===== config.mk =====
export PLATFORM = sky130hd
export DESIGN_NAME = memory_issue_split
export DESIGN_NICKNAME = d
export VERILOG_FILES = /design/src/rtl/memory_issue_split.sv
export SDC_FILE = /design/constraint.sdc
export NUM_CORES = 1
export LEC_CHECK = 0
export CAP_MARGIN = 40
export CORE_ASPECT_RATIO = 0.9
export CORE_MARGIN = 3
export CORE_UTILIZATION = 25
export CTS_CLUSTER_SIZE = 12
export DETAILED_ROUTE_END_ITERATION = 12
export GPL_TIMING_DRIVEN = 0
export PLACE_DENSITY = 0.5
export REMOVE_ABC_BUFFERS = 1
export SLEW_MARGIN = 0
export SYNTH_ARGS = -nofsm -noshare
export SYNTH_HDL_FRONTEND = slang
export SYNTH_SLANG_ARGS = --single-unit

===== constraint.sdc =====
create_clock -name clock -period 3 [get_ports clock]
set_clock_uncertainty 0.1 [all_clocks]
set_input_delay 0.6 -clock clock [delete_from_list [all_inputs] [get_ports clock]]
set_output_delay 0.6 -clock clock [all_outputs]
set_load 0.02 [all_outputs]

===== src/rtl/memory_issue_split.sv =====
// +--------------------------------------------------------------------------+
// | Module   : memory_issue_split                                            |
// | Brief    : Load/store issue stage that drives the data memory port from  |
// |            registers, splitting word-crossing accesses into two beats.   |
// |            Optional MEMORY_ISSUE_MISALIGN_TRAP_EN traps misaligned ones.  |
// | Revision : 1.0 - initial release                                         |
// +--------------------------------------------------------------------------+
`default_nettype none

module memory_issue_split #(
    parameter int DATA_WIDTH     = 32,
    parameter int ADDRESS_BITS   = 20,
    parameter int NUM_BYTES      = DATA_WIDTH / 8,
    parameter int LOG2_NUM_BYTES = $clog2(NUM_BYTES)
) (
    input  logic                      clock,
    input  logic                      reset,
    input  logic                      issue_valid,
    output logic                      issue_ready,
    input  logic                      load,
    input  logic                      store,
    input  logic [ADDRESS_BITS-1:0]   address,
    input  logic [DATA_WIDTH-1:0]     store_data,
    input  logic [LOG2_NUM_BYTES-1:0] log2_bytes,
    output logic                      memory_read,
    output logic                      memory_write,
    output logic [NUM_BYTES-1:0]      memory_byte_en,
    output logic [ADDRESS_BITS-1:0]   memory_address,
    output logic [DATA_WIDTH-1:0]     memory_data,
    output logic                      memory_second,
    output logic                      memory_last,
`ifdef MEMORY_ISSUE_MISALIGN_TRAP_EN
    output logic                      misaligned_fault,
`endif
    input  logic                      memory_ready
);

    localparam logic [1:0] c_ST_IDLE  = 2'd0;
    localparam logic [1:0] c_ST_BEAT0 = 2'd1;
    localparam logic [1:0] c_ST_BEAT1 = 2'd2;

    localparam logic [LOG2_NUM_BYTES:0]   c_LOG2_MAX  = (LOG2_NUM_BYTES + 1)'(LOG2_NUM_BYTES);
    localparam logic [LOG2_NUM_BYTES+1:0] c_NB_SUM    = (LOG2_NUM_BYTES + 2)'(NUM_BYTES);
    localparam logic [ADDRESS_BITS-1:0]   c_WORD_STEP = ADDRESS_BITS'(NUM_BYTES);
    localparam logic [2*NUM_BYTES-1:0]    c_ONE_WIDE  = {{(2*NUM_BYTES-1){1'b0}}, 1'b1};

    logic [1:0]                  r_state;
    logic [ADDRESS_BITS-1:0]     r_addr1;
    logic [NUM_BYTES-1:0]        r_en1;
    logic [DATA_WIDTH-1:0]       r_data1;

    logic                        w_accept;
    logic [LOG2_NUM_BYTES-1:0]   w_off;
    logic [LOG2_NUM_BYTES:0]     w_log2_eff;
    logic [LOG2_NUM_BYTES:0]     w_size;
    logic [LOG2_NUM_BYTES+1:0]   w_sum;
    logic                        w_split;
    logic [2*NUM_BYTES-1:0]      w_mask;
    logic [2*NUM_BYTES-1:0]      w_en_wide;
    logic [2*DATA_WIDTH-1:0]     w_data_wide;
    logic [ADDRESS_BITS-1:0]     w_base;
    logic [ADDRESS_BITS-1:0]     w_next_base;

    assign w_accept    = issue_valid & issue_ready & (load | store);
    assign w_off       = address[LOG2_NUM_BYTES-1:0];
    assign w_log2_eff  = ({1'b0, log2_bytes} > c_LOG2_MAX) ? c_LOG2_MAX : {1'b0, log2_bytes};
    assign w_size      = {{LOG2_NUM_BYTES{1'b0}}, 1'b1} << w_log2_eff;
    assign w_sum       = {2'b00, w_off} + {1'b0, w_size};
    assign w_split     = w_sum > c_NB_SUM;

    // Double-width lanes: the low half is beat 0, the high half spills into beat 1.
    assign w_mask      = (c_ONE_WIDE << w_size) - c_ONE_WIDE;
    assign w_en_wide   = w_mask << w_off;
    assign w_data_wide = {{DATA_WIDTH{1'b0}}, store_data} << {w_off, 3'b000};

    assign w_base      = {address[ADDRESS_BITS-1:LOG2_NUM_BYTES], {LOG2_NUM_BYTES{1'b0}}};
    assign w_next_base = w_base + c_WORD_STEP;

`ifdef MEMORY_ISSUE_MISALIGN_TRAP_EN
    logic w_misaligned;
    assign w_misaligned = ({1'b0, w_off} & (w_size - {{LOG2_NUM_BYTES{1'b0}}, 1'b1})) != '0;
`endif

    always_ff @(posedge clock) begin
        if (reset) begin
            r_state        <= c_ST_IDLE;
            issue_ready    <= 1'b1;
            memory_read    <= 1'b0;
            memory_write   <= 1'b0;
            memory_byte_en <= '0;
            memory_address <= '0;
            memory_data    <= '0;
            memory_second  <= 1'b0;
            memory_last    <= 1'b0;
            r_addr1        <= '0;
            r_en1          <= '0;
            r_data1        <= '0;
`ifdef MEMORY_ISSUE_MISALIGN_TRAP_EN
            misaligned_fault <= 1'b0;
`endif
        end else begin
`ifdef MEMORY_ISSUE_MISALIGN_TRAP_EN
            misaligned_fault <= 1'b0;
`endif
            case (r_state)
                c_ST_IDLE: begin
                    if (w_accept) begin
`ifdef MEMORY_ISSUE_MISALIGN_TRAP_EN
                        if (w_misaligned) begin
                            misaligned_fault <= 1'b1;
                        end else
`endif
                        begin
                            r_state        <= c_ST_BEAT0;
                            issue_ready    <= 1'b0;
                            memory_write   <= store;
                            memory_read    <= load & ~store;
                            memory_address <= w_base;
                            memory_byte_en <= w_en_wide[NUM_BYTES-1:0];
                            memory_data    <= store ? w_data_wide[DATA_WIDTH-1:0] : '0;
                            memory_second  <= 1'b0;
                            memory_last    <= ~w_split;
                            r_addr1        <= w_next_base;
                            r_en1          <= w_en_wide[2*NUM_BYTES-1:NUM_BYTES];
                            r_data1        <= store ? w_data_wide[2*DATA_WIDTH-1:DATA_WIDTH] : '0;
                        end
                    end
                end
                c_ST_BEAT0: begin
                    if (memory_ready) begin
                        if (memory_last) begin
                            r_state        <= c_ST_IDLE;
                            issue_ready    <= 1'b1;
                            memory_read    <= 1'b0;
                            memory_write   <= 1'b0;
                            memory_byte_en <= '0;
                            memory_address <= '0;
                            memory_data    <= '0;
                            memory_last    <= 1'b0;
                        end else begin
                            r_state        <= c_ST_BEAT1;
                            memory_address <= r_addr1;
                            memory_byte_en <= r_en1;
                            memory_data    <= r_data1;
                            memory_second  <= 1'b1;
                            memory_last    <= 1'b1;
                        end
                    end
                end
                c_ST_BEAT1: begin
                    if (memory_ready) begin
                        r_state        <= c_ST_IDLE;
                        issue_ready    <= 1'b1;
                        memory_read    <= 1'b0;
                        memory_write   <= 1'b0;
                        memory_byte_en <= '0;
                        memory_address <= '0;
                        memory_data    <= '0;
                        memory_second  <= 1'b0;
                        memory_last    <= 1'b0;
                    end
                end
                default: begin
                    r_state     <= c_ST_IDLE;
                    issue_ready <= 1'b1;
                end
            endcase
        end
    end

endmodule

`default_nettype wire


==> flow_metrics.py <==
metrics = {
    "timing": {
        "period_needed_ps": 2820,
        "fin_crit_sh_pct": 93.9,
        "rsz0062_at_grt": "no",
        "worst_slack_ps": 182,
        "hold_viol_final": 0,
        "worst_pin_slew_ps": 937,
        "max_freq_mhz": 355,
        "report.final.slew_viol_count": 0,
        "setup_violations": 0,
        "slew_headroom_pct": 37.5,
    },
    "finish": {
        "postLayoutCoreUtil_pct": 34.6,
        "multi_input_area_mm2": 0.00293,
        "layout-drive-gt1-share_pct": 10.1,
        "instances_no_fill": 984,
        "design_area_mm2": 0.00707,
        "area_growth_pct": 33.3,
        "diodes": 0,
        "num-fill-cells": 2080,
        "layout.nets": 767,
        "area.sequential_mm2": 0.00214,
    },
    "logic_synthesis": {
        "synth.avg_cell_area_um2": 8.55,
        "synthDistinctLibCells": 51,
        "async_flop_share_pct": 0,
        "synth_edf_count": 0,
        "seq_area_frac_synth_pct": 40.4,
        "synth_warnings": 0,
        "yosys.area.top_type": "dfxtp_1",
        "ys.flop_type": "dfxtp_1",
        "ys_ff_latch": 107,
        "netlist_instances": 620,
        "synth_area_leaders": "dfxtp_1 (40%), nor2_1 (6.7%), mux2_2 (6.4%), nor3_1 (4.4%), a211oi_1 (4.4%)",
        "synth_area_mm2": 0.00530,
        "synthDominantCellAreaShare_pct": 40.4,
    },
    "floorplanning": {
        "die_w_um": 159,
        "pin_count": 121,
        "fp.coreArea_mm2": 0.0204,
        "start_util_pct": 26.0,
        "dieHeight_um": 144,
        "row_count": 49,
        "dieArea_mm2": 0.0230,
    },
    "global_routing": {
        "grt_pass1_wl_um": 27300,
        "antenna_found_initial": 0,
        "grt_start_max_net_pins": 59,
        "grt.overflow.total": 0,
        "grtUsageTotal_pct": 14.8,
        "grt_pass1_vias": 5019,
    },
    "placed_design": {
        "hpwlAfterDp_um": 11700,
        "dpl_cell_area_mm2": 0.00679,
        "dpl_worst_slack_ps": -301,
        "portBuffers": 118,
        "gp_congestion": 0.806,
        "post-place-cells": 968,
    },
    "clocking": {
        "cts_setup_buffers": 0,
        "cts_buffer_depth": 2,
        "h-tree-depth": 3,
        "clk_pin_slew_ps": 70,
        "cts_inserted_buffers": 9,
        "cts_tree": "yes",
        "clock-sinks": 107,
        "clk_latency_ps": 360,
        "cts_hold_buffers": 0,
        "cts-root-buf": "clkbuf_16",
    },
    "setup_path": {
        "r2r-start": "r_state[0]",
        "startpoint": "address[1]",
        "end_kind": "register",
        "cp_max_fo": 19,
        "crit_type": "input pin to register",
        "cp_data_arrival_time_ps": 2990,
        "worst_setup_path_start_kind": "input pin",
        "worstPathRequired_ps": 3170,
    },
    "power_and_ir_drop": {
        "ir_worst_vdd_v": 0.000283,
        "p_per_area_mw_per_mm2": 649,
        "p_leak_nw": 2.40,
    },
    "route": {
        "vias_per_cell": 5.06,
        "wl_um": 17200,
        "drtIter0Drc": 405,
        "ant_nets": 0,
        "vias": 4975,
        "dr.pass1.iters": 8,
        "drc": 0,
        "wl_per_cell_um": 17.5,
    },
    "outcome": {
        "outcome": "complete, no violations",
    },
    "worst_hold_path": {
        "min_path_type": "register to register",
        "min_from": "r_data1[8]",
    },
    "flow_run": {
        "cap_viol_max_count": 0,
    },
}
## worst max-delay path, stage by stage
cell	delay, ps
clkdlybuf4s50_1	680
buf_8	300
nor3b_2	660
buf_4	340
a222oi_1	140
a211oi_1	260
## synthesized netlist by cell type, types with 2 or more instances
| library cell | number |
|---|---|
| a211oi_1 | 31 |
| mux2i_1 | 3 |
| o21ai_0 | 8 |
| xor2_1 | 6 |
| mux2_2 | 30 |
| nand3_1 | 28 |
| a21oi_1 | 26 |
| dfxtp_1 | 107 |
| buf_2 | 11 |
| buf_1 | 6 |
| nor3_1 | 47 |
| nand4_1 | 3 |
| o211a_1 | 2 |
| inv_1 | 6 |
| or4_1 | 3 |
| a221oi_1 | 16 |
| a211o_1 | 3 |
| nor2_1 | 94 |
| ha_1 | 7 |
| a222oi_1 | 8 |
| buf_4 | 2 |
| clkbuf_1 | 42 |
| and2_1 | 3 |
| a22o_1 | 8 |
| or3_1 | 3 |
| a311oi_1 | 24 |
| and3_1 | 4 |
| nand2_1 | 27 |
| o31ai_1 | 3 |
| xnor2_1 | 4 |
| nor3b_1 | 4 |
| nor2b_1 | 19 |
| a22oi_1 | 14 |
## metrics by stage
step	hold WS (ps)	total power, mW	setup TNS (ps)
3_3_place_gp	340	3.43	-232470
4_1_cts	355	4.64	0
2_1_floorplan	325	2.68	-31780
5_1_grt	369	4.86	0
6_report	354	4.58	0
3_5_place_dp	344	3.50	-7930
## cell type report
| cell class | count | area share [%] |
|---|---|---|
| multi-input cells | 446 | 41.4 |
| flip-flops and latches | 107 | 30.3 |
| repair buffers | 129 | 19.3 |
| well taps | 280 | 4.96 |
| clock buffers | 12 | 3.35 |
| clock inverters | 4 | 0.390 |
| inverters | 6 | 0.319 |
## kinds of logic (layout without fill, tap and decap cells)
| logic type | after synthesis | count (layout) | share of synthesized area [%] |
|---|---|---|---|
| AOI/OAI and AO/OA | 149 | 149 | 21.5 |
| xor gates and xnor gates | 10 | 10 | 1.65 |
| adders and majority gates | 8 | 8 | 2.03 |
| buffers and inverters | 68 | 151 | 5.24 |
| DFF | 107 | 107 | 40.4 |
| muxes | 33 | 33 | 6.94 |
| other | 1 | 2 | 0.0708 |
| and+or+nand+nor | 244 | 244 | 22.2 |
## cells in the final DEF (no fill, tap or decap), types with 2 or more instances in the layout
| master | n |
|---|---|
| a22o_1 | 8 |
| a221oi_1 | 16 |
| conb_1 | 2 |
| o31ai_1 | 3 |
| clkinvlp_4 | 3 |
| a21oi_1 | 26 |
| nand4_1 | 3 |
| buf_16 | 2 |
| nor2b_1 | 18 |
| nor3b_1 | 3 |
| a211oi_1 | 31 |
| and3_1 | 4 |
| xor2_1 | 6 |
| mux2_2 | 30 |
| nand2_1 | 27 |
| clkbuf_1 | 3 |
| a311oi_1 | 24 |
| inv_1 | 6 |
| o21ai_0 | 8 |
| nand3_1 | 28 |
| or4_1 | 3 |
| nor3_1 | 47 |
| a222oi_1 | 8 |
| and2_1 | 3 |
| ha_1 | 6 |
| or3_1 | 3 |
| buf_4 | 2 |
| nor2_1 | 92 |
| dfxtp_1 | 107 |
| xnor2_1 | 4 |
| a22oi_1 | 14 |
| clkdlybuf4s50_1 | 116 |
| mux2i_1 | 3 |
| o211a_1 | 2 |
| clkbuf_16 | 9 |
| nor2_2 | 2 |
| a211o_1 | 2 |
| buf_8 | 7 |
## report_power, final
part | internal, mW | switching [mW]
sequential | 1.64 | 0.123
combinational | 0.745 | 0.959
clock | 0.564 | 0.553
## registers in the layout, summed over array words and instances, names as in the netlist
signal,cells
r_addr1,18
r_state,2
memory_last,1
memory_byte_en,4
issue_ready,1
memory_address,18
memory_data,32
memory_write,1
r_en1,4
memory_read,1
r_data1,24
memory_second,1
## final timing paths
path                     end  slack (ps)  cells after the start
max          memory_data[21]         180                      6
min               r_data1[8]         350                      2
max reg2reg  memory_data[16]         400                      6
min reg2reg       r_data1[8]         350                      2
## timing repair
action,4_1_cts,5_1_grt
setup endpoints to repair,0,19
resized for setup,0,3
hold endpoints to repair,0,0
## layer usage
layer | GRT usage (%) | wire, µm | vias to the layer above
li1 | - | - | 2451
met1 | 19.2 | 7890 | 2325
met2 | 24.0 | 7830 | 173
met3 | 3.89 | 1160 | 26
met4 | 5.07 | 311 | 0
met5 | 0 | 0 | -
(Power assumes the default switching activity.)
